### src/rtl/frame_ram_arbiter_pkg.sv
// Shared frame-buffer definitions used by the game logic, the renderer and the RAM arbiter.
// The ST_CLEAR encoding exists only when FRAME_CLEAR_EN is defined.
package frame_ram_arbiter_pkg;

  localparam int ROW_W  = 60;
  localparam int Y_MAX  = 33;
  localparam int X_MAX  = 59;
  localparam int ROW_AW = 6;

  typedef logic [ROW_AW-1:0] row_t;

  typedef enum logic [1:0] {
    ST_IDLE    = 2'd0,
    ST_ISSUE   = 2'd1,
    ST_RD_WAIT = 2'd2
`ifdef FRAME_CLEAR_EN
    , ST_CLEAR = 2'd3
`endif
  } state_e;

  typedef enum logic {
    OWN_DISP = 1'b0,
    OWN_GAME = 1'b1
  } owner_e;

  function automatic logic row_oob(input row_t row, input int y_max);
    return int'(row) > y_max;
  endfunction

endpackage

### src/rtl/frame_ram_arbiter.sv
// Single-transaction arbiter between the display reader and the game logic for an external frame RAM.
// Define FRAME_CLEAR_EN to add the frame clear engine (clear_start / clear_busy).
module frame_ram_arbiter
  import frame_ram_arbiter_pkg::*;
#(
  parameter int ROW_W      = frame_ram_arbiter_pkg::ROW_W,
  parameter int Y_MAX      = frame_ram_arbiter_pkg::Y_MAX,
  parameter int RD_LAT     = 2,
  parameter int STARVE_MAX = 8
) (
  input  logic             clk,
  input  logic             rst,
`ifdef FRAME_CLEAR_EN
  input  logic             clear_start,
  output logic             clear_busy,
`endif
  input  logic             disp_req,
  input  logic [5:0]       disp_row,
  output logic             disp_gnt,
  output logic [ROW_W-1:0] disp_data,
  output logic             disp_valid,
  input  logic             game_req,
  input  logic             game_we,
  input  logic [5:0]       game_row,
  input  logic [ROW_W-1:0] game_wdata,
  output logic             game_gnt,
  output logic [ROW_W-1:0] game_rdata,
  output logic             game_rvalid,
  output logic [5:0]       ram_addr,
  output logic             ram_we,
  output logic [ROW_W-1:0] ram_wdata,
  input  logic [ROW_W-1:0] ram_rdata,
  output logic             oob_err
);

  localparam int WAIT_W = $clog2(STARVE_MAX + 1);

  state_e             state_q, state_d;
  owner_e             owner_q, owner_d;
  logic               we_q, we_d;
  logic               oob_q, oob_d;
  row_t               cnt_q, cnt_d;
  logic [WAIT_W-1:0]  wait_q, wait_d;
  logic               run_q;
  row_t               ram_addr_q, ram_addr_d;
  logic               ram_we_q, ram_we_d;
  logic [ROW_W-1:0]   ram_wdata_q, ram_wdata_d;
  logic [ROW_W-1:0]   disp_data_q, disp_data_d;
  logic [ROW_W-1:0]   game_rdata_q, game_rdata_d;
  logic               disp_valid_q, disp_valid_d;
  logic               game_valid_q, game_valid_d;

  logic               starved;
  logic               sel_game;
  row_t               req_row;
  logic               req_we;
  logic               req_oob;

  assign starved = (wait_q == WAIT_W'(STARVE_MAX));

  always_comb begin
    // NOTE: every signal written here gets a default first so no path can infer a latch.
    state_d      = state_q;
    owner_d      = owner_q;
    we_d         = we_q;
    oob_d        = oob_q;
    cnt_d        = cnt_q;
    ram_addr_d   = ram_addr_q;
    ram_we_d     = 1'b0;
    ram_wdata_d  = ram_wdata_q;
    disp_data_d  = disp_data_q;
    game_rdata_d = game_rdata_q;
    disp_valid_d = 1'b0;
    game_valid_d = 1'b0;
    disp_gnt     = 1'b0;
    game_gnt     = 1'b0;
    sel_game     = 1'b0;
    req_row      = disp_row;
    req_we       = 1'b0;
    req_oob      = 1'b0;

    unique case (state_q)
      ST_IDLE: begin
        // run_q holds off grants until the first edge after reset release.
        if (run_q) begin
`ifdef FRAME_CLEAR_EN
          if (clear_start) begin
            state_d     = ST_CLEAR;
            cnt_d       = '0;
            ram_addr_d  = '0;
            ram_we_d    = 1'b1;
            ram_wdata_d = '0;
          end else
`endif
          if (disp_req || game_req) begin
            sel_game = game_req && (starved || !disp_req);
            disp_gnt = !sel_game;
            game_gnt = sel_game;
            req_row  = sel_game ? game_row : disp_row;
            req_we   = sel_game && game_we;
            req_oob  = row_oob(req_row, Y_MAX);
            owner_d  = sel_game ? OWN_GAME : OWN_DISP;
            we_d     = req_we;
            oob_d    = req_oob;
            cnt_d    = '0;
            state_d  = ST_ISSUE;
            // Out-of-range rows never touch the RAM address or write strobe.
            if (!req_oob) begin
              ram_addr_d = req_row;
              ram_we_d   = req_we;
              if (req_we) ram_wdata_d = game_wdata;
            end
          end
        end
      end

      ST_ISSUE: begin
        state_d = we_q ? ST_IDLE : ST_RD_WAIT;
        cnt_d   = '0;
      end

      ST_RD_WAIT: begin
        if (cnt_q == row_t'(RD_LAT - 1)) begin
          state_d = ST_IDLE;
          if (owner_q == OWN_GAME) begin
            game_rdata_d = oob_q ? '0 : ram_rdata;
            game_valid_d = 1'b1;
          end else begin
            disp_data_d  = oob_q ? '0 : ram_rdata;
            disp_valid_d = 1'b1;
          end
        end else begin
          cnt_d = cnt_q + row_t'(1);
        end
      end

`ifdef FRAME_CLEAR_EN
      ST_CLEAR: begin
        if (cnt_q == row_t'(Y_MAX)) begin
          state_d = ST_IDLE;
        end else begin
          cnt_d       = cnt_q + row_t'(1);
          ram_addr_d  = cnt_q + row_t'(1);
          ram_we_d    = 1'b1;
          ram_wdata_d = '0;
        end
      end
`endif

      default: state_d = ST_IDLE;
    endcase
  end

  always_comb begin
    wait_d = wait_q;
    if (game_gnt) begin
      wait_d = '0;
    end else if (game_req && !starved) begin
      wait_d = wait_q + WAIT_W'(1);
    end
  end

  always_ff @(posedge clk or negedge rst) begin
    if (!rst) begin
      state_q      <= ST_IDLE;
      owner_q      <= OWN_DISP;
      we_q         <= 1'b0;
      oob_q        <= 1'b0;
      cnt_q        <= '0;
      wait_q       <= '0;
      run_q        <= 1'b0;
      ram_addr_q   <= '0;
      ram_we_q     <= 1'b0;
      ram_wdata_q  <= '0;
      disp_data_q  <= '0;
      game_rdata_q <= '0;
      disp_valid_q <= 1'b0;
      game_valid_q <= 1'b0;
    end else begin
      // NOTE: non-blocking assignments so every flop samples pre-edge values.
      state_q      <= state_d;
      owner_q      <= owner_d;
      we_q         <= we_d;
      oob_q        <= oob_d;
      cnt_q        <= cnt_d;
      wait_q       <= wait_d;
      run_q        <= 1'b1;
      ram_addr_q   <= ram_addr_d;
      ram_we_q     <= ram_we_d;
      ram_wdata_q  <= ram_wdata_d;
      disp_data_q  <= disp_data_d;
      game_rdata_q <= game_rdata_d;
      disp_valid_q <= disp_valid_d;
      game_valid_q <= game_valid_d;
    end
  end

  assign ram_addr    = ram_addr_q;
  assign ram_we      = ram_we_q;
  assign ram_wdata   = ram_wdata_q;
  assign disp_data   = disp_data_q;
  assign disp_valid  = disp_valid_q;
  assign game_rdata  = game_rdata_q;
  assign game_rvalid = game_valid_q;
  assign oob_err     = (state_q == ST_ISSUE) && oob_q;
`ifdef FRAME_CLEAR_EN
  assign clear_busy  = (state_q == ST_CLEAR);
`endif

endmodule

### config.mk
export PLATFORM = sky130hd
export DESIGN_NAME = frame_ram_arbiter
export DESIGN_NICKNAME = d
export VERILOG_FILES = /design/src/rtl/frame_ram_arbiter_pkg.sv /design/src/rtl/frame_ram_arbiter.sv
export SDC_FILE = /design/constraint.sdc
export NUM_CORES = 1
export LEC_CHECK = 0
export CAP_MARGIN = 20
export CORE_ASPECT_RATIO = 1.2
export CORE_MARGIN = 2
export CORE_UTILIZATION = 44
export DETAILED_ROUTE_END_ITERATION = 10
export PLACE_DENSITY = 0.81
export SETUP_SLACK_MARGIN = 0.5
export SYNTH_ARGS = -nofsm -noshare
export SYNTH_HDL_FRONTEND = slang
export SYNTH_SLANG_ARGS = --single-unit
### constraint.sdc
create_clock -name clk -period 2.7 [get_ports clk]
set_clock_uncertainty 0.15 [all_clocks]
set_input_delay 0.27 -clock clk [delete_from_list [all_inputs] [get_ports clk]]
set_output_delay 0.27 -clock clk [all_outputs]
set_load 0.05 [all_outputs]
**Word-level counts from Yosys, hierarchy flattened**

Index checks and enable logic that the tools add are counted.

- Logic and storage cells: 76
- Input bits: 137
- Bits in registers: 205

- Bitwise gates (word level): 2
- Reduce and logical (&&, ||, !) cells: 19
- Magnitude comparators: 1
- Add/sub/neg operators: 2
- Eq/ne operators: 8
- Mux-type cells: 30

Operators by type and width:

| operator | count |
|---|---|
| $mux W60 | 1 |
| $mux W6 | 4 |
| $pmux W6 S3 | 1 |
| $mux W1 | 17 |
| $reduce_and A3 Y1 | 4 |
| $mux W2 | 4 |
| $mux W4 | 2 |
| $ne A2 B2 Y1 const B | 4 |
| $reduce_and A4 Y1 | 2 |
| $add A6 B1 Y6 const B | 1 |
| $eq A6 B1 Y1 const B | 1 |
| $gt A6 B6 Y1 const B | 1 |
| $pmux W2 S3 | 1 |
| $reduce_and A5 Y1 | 1 |
| $add A4 B1 Y4 const B | 1 |
| $eq A4 B4 Y1 const B | 1 |
| $logic_and A1 B1 Y1 | 4 |
| $logic_not A1 Y1 | 3 |
| $reduce_bool A3 Y1 | 1 |
| $eq A2 B1 Y1 const B | 1 |
| $eq A2 B2 Y1 const B | 1 |
| $logic_not A2 Y1 | 1 |
| $logic_or A1 B1 Y1 | 2 |
| $not A1 Y1 | 2 |
| $reduce_bool A2 Y1 | 1 |

**Logic depth before layout (Yosys ltp)**

- Word-level depth: 9
- Gate-level depth with buffers: 7
- Gate-level depth less buffers: 6

**Least setup slack after synthesis**

Ideal clock, no wire load.

- Path kind: reg-to-output
- From: reg oob_q
- To: out oob_err
- Data arrival time: 1.885 ns
- Slack: 0.395 ns
- Stages on the path, launching flop included: 3
- Cell sequence: dfrtp_1 > clkbuf_1 > nor3b_1

- Longest elaborated chain between the ends: 1

RTL lines:

| element | RTL line | text |
|---|---|---|
| start: declaration | frame_ram_arbiter.sv:41 | `logic oob_q, oob_d;` |
| start signal: assignment | frame_ram_arbiter.sv:184 | `oob_q <= oob_d;` |
| $logic_and A1 B1 Y1 | frame_ram_arbiter.sv:205 | `assign oob_err = (state_q == ST_ISSUE) && oob_q;` |
| end: declaration | frame_ram_arbiter.sv:33 | `output logic oob_err` |

Every way passes these cells.

**Worst setup path after layout**

- From: reg wait_q[0]
- To: out game_gnt

- Longest elaborated chain between the ends: 6

RTL lines:

| element | RTL line | text |
|---|---|---|
| start: declaration | frame_ram_arbiter.sv:43 | `logic [WAIT_W-1:0] wait_q, wait_d;` |
| start signal: assignment | frame_ram_arbiter.sv:186 | `wait_q <= wait_d;` |
| $eq A4 B4 Y1 | frame_ram_arbiter.sv:59 | `assign starved = (wait_q == WAIT_W'(STARVE_MAX));` |
| $logic_or A1 B1 Y1 | frame_ram_arbiter.sv:96 | `sel_game = game_req && (starved \|\| !disp_req);` |
| $logic_and A1 B1 Y1 | frame_ram_arbiter.sv:96 |  |
| $mux W1 | frame_ram_arbiter.sv:95 | `if (disp_req \|\| game_req) begin` |
| $mux W1 | frame_ram_arbiter.sv:85 | `if (run_q) begin` |
| $mux W1 | frame_ram_arbiter.sv:82 | `unique case (state_q)` |
| end: declaration | frame_ram_arbiter.sv:26 | `output logic game_gnt,` |

Every way passes these cells.

==> results.sh <==
export IMPL_status="finished clean"
export IMPL_syn_to_final_growth_pct=51.88
export IMPL_synth_area_leaders="dfrtp_1 61%, mux2_2 21%, nor2b_1 4.5%"
export IMPL_cts_num_sinks=205
export IMPL_hp_class="input port to async pin"
export IMPL_cp_cell_sequence="inv_2 -> ha_4 -> nand3b_4 -> a21oi_4 -> and2_4 -> buf_12"
export IMPL_dieHeight_um=156.0
export IMPL_synth_edf_count=0
export IMPL_clk_latency_ns=0.49
export IMPL_ctsRootBufferMaster="clkbuf_16"
export IMPL_finalHoldViolCount=0
export IMPL_crit_buf_inv=2
export IMPL_syn_cell_area_um2=8471
export IMPL_period_share=0.8185
export IMPL_final_area_um2=12860
export IMPL_place_ws_ns=0.3980
export IMPL_cp_slowest_cell="dfrtp_1"
export IMPL_grt_max_degree=77
export IMPL_yosys_area_top_type_share=0.6056
export IMPL_fmax_mhz=452.5
export IMPL_async_flop_share=1.000
export IMPL_cts_tree="done"
export IMPL_fp_row_count=55
export IMPL_ys_flop_type="dfrtp_1"
export IMPL_leakage_nw=5.722
export IMPL_dpl_hpwl_um=15160
export IMPL_syn_nets=705
export IMPL_drv_cap=0
export IMPL_yosysTopAreaCell="dfrtp_1"
export IMPL_drc=0
export IMPL_final_antenna_net_count=0
export IMPL_gr_total_overflow=0
export IMPL_cp_max_fo=4
export IMPL_io_buffers=328
export IMPL_ys_seq_area_frac=0.6056
export IMPL_path_class="flip-flop to output port"
export IMPL_nets=1056
export IMPL_peakVddDrop_mv=0.9454
export IMPL_tightest_slew_ns=0.7233
export IMPL_power_density_nw_per_um2=1412
export IMPL_gp_congestion=0.8856
export IMPL_synthTopCellsByCount="205 x dfrtp_1, 160 x mux2_2, 61 x nor2b_1"
export IMPL_grt_first_pass_wirelength_um=32960
export IMPL_ys_ff_latch=205
export IMPL_viasPerCell=4.965
export IMPL_num_vias=5883
export IMPL_dieArea_um2=20380
export IMPL_crit_arrival_ns=1.79
export IMPL_numCtsBuffers=22
export IMPL_cp_start_kind="flip-flop"
export IMPL_postSynthCellCount=564
export IMPL_initial_core_util=0.4492
export IMPL_clkTransAtPathRegs_ns=0.06
export IMPL_antenna_cells=0
export IMPL_first_pass_iters=4
export IMPL_antenna_found_initial=0
export IMPL_synth_cell_types=48
export IMPL_clock_path_buffers=3
export IMPL_fp_dieW_um=130.7
export IMPL_required_ns=2.28
export IMPL_routed_wl_um=21500
export IMPL_slew_headroom=0.5178
export IMPL_grt_total_usage=0.2052
export IMPL_tns_ns=0
export IMPL_cp_end_kind="output port"
export IMPL_grt_setup_unrepaired="true"
export IMPL_syn_avg_cell_area_um2=15.02
export IMPL_layout_min_cycle_time_ns=2.210
export IMPL_cts_max_level=1
export IMPL_critical_path_max_stage_delay_ns=0.39
export IMPL_avgRoutedWirePerCell_um=18.15
export IMPL_synth_most_common_cell="dfrtp_1"
export IMPL_timing_final_ws_setup_ns=0.4901
export IMPL_grt_pass1_vias=6308
export IMPL_reg2reg_depth=5
export IMPL_pin_count=329
export IMPL_final_util=0.6823
export IMPL_yosysWarnings=0
export IMPL_drt_iter0_markers=179
export IMPL_core_um2=18860
export IMPL_cpLargestDelayFamily="flip-flops"
export IMPL_layout_drive_gt1_share=0.2648
export IMPL_finalSetupViolations=0
export IMPL_crit_cells=6
export IMPL_slew_viol_final=0
export IMPL_place_area_um2=12010
layout make-up:
class	count	area [µm²]
clock inverters	7	68.82
inverters	16	60.06
flip-flops and latches	205	5131
multi-input cells	317	3082
fillers	1373	5991
clock buffers	31	645.6
well taps	256	320.3
repair buffers	353	3557
through the flow:
stage	hold slack, ns	power, mW	std cells
6_report	0.2194	18.17	1185
4_1_cts	0.2160	18.31	1180
2_1_floorplan	-0.1756	11.61	564
3_3_place_gp	0.1994	15.02	1133
3_5_place_dp	0.1915	15.19	1133
5_1_grt	0.2239	18.96	1185
sequential cells by signal, summed over array words and instances, names as in the netlist:
name         flops
ram_wdata       60
disp_data       60
ram_addr         6
cnt_q            6
game_rdata      60
we_q             1
disp_valid       1
game_rvalid      1
run_q            1
wait_q           4
state_q          2
oob_q            1
ram_we           1
owner_q          1
worst reg2reg max path: cells and delay by family, from the launching register on:
kind          cells  cell delay [ns]
simple gates      3             0.71
flops             1             0.41
mux               1             0.40
buf+inv           1             0.23
per-layer routing:
layer | wire length [µm] | global-route usage | part of all wire
met5 | 0 | 0 | 0
met4 | 787 | 0.07447 | 0.037
met3 | 2144 | 0.07305 | 0.10
met2 | 10830 | 0.3566 | 0.50
met1 | 7744 | 0.2308 | 0.36
layout by cell type, fill, tap and decap left out, types with 2 or more instances in the layout:
master             n
a21oi_1            8
buf_12             6
buf_4             18
clkbuf_1           4
clkbuf_16         23
clkbuf_8           5
clkdlybuf4s50_1  324
clkinv_2           3
clkinvlp_4         2
dfrtp_1          204
ha_1               3
inv_1             14
inv_2              2
mux2_1            11
mux2_2           160
mux2_4            10
mux2i_1            2
nand2_1            4
nand2b_1           2
nand3_1            2
nand3b_4           2
nand4_1            3
nor2_1             6
nor2b_1           61
o2111ai_1          2
o21ai_0            2
o22ai_1            6
o41ai_1            2
xor2_1             4
worst paths after layout:
check	to	slack (ns)	from
worst max-delay path	game_gnt	0.49	wait_q[0]$_DFFE_PN0P_
worst min-delay path	game_rdata[18]$_DFFE_PN0P_	0.22	rst
worst max register to register	disp_data[41]$_DFFE_PN0P_	0.68	cnt_q[3]$_DFFE_PN0P_
worst min register to register	state_q[1]$_DFFE_PN0P_	0.30	we_q$_DFFE_PN0P_
max in group asynchronous	game_rdata[7]$_DFFE_PN0P_	1.36	rst
min in group clk	ram_wdata[5]$_DFFE_PN0P_	0.23	game_wdata[5]
kinds of logic after synthesis:
logic type | count (synthesis) | share of synthesized area
xor gates and xnor gates | 5 | 0.005170
and+or+nand+nor | 92 | 0.07297
adders and majority gates | 4 | 0.005909
other | 1 | 0.0004427
buffers and inverters | 42 | 0.03383
AOI/OAI and AO/OA | 32 | 0.02866
muxes | 183 | 0.2474
DFF | 205 | 0.6056
report_power, final:
group	switching [mW]	internal, mW	total [mW]	leakage [nW]
Combinational	6.39	3.66	10.0	2.81
Clock	1.19	1.76	2.95	0.348
Sequential	0.736	4.44	5.17	2.56
Total	8.31	9.85	18.2	5.72
what timing repair did:
| item | in CTS | in global routing |
|---|---|---|
| buffers inserted | 8 | 5 |
| endpoints found under the hold margin | 71 | 0 |
| setup endpoints to repair | 3 | 43 |
| pin swaps | 3 | 5 |
| resized for setup | 9 | 4 |
| hold buffers | 1 | 0 |
No activity file was read; power rests on OpenSTA's default activity.
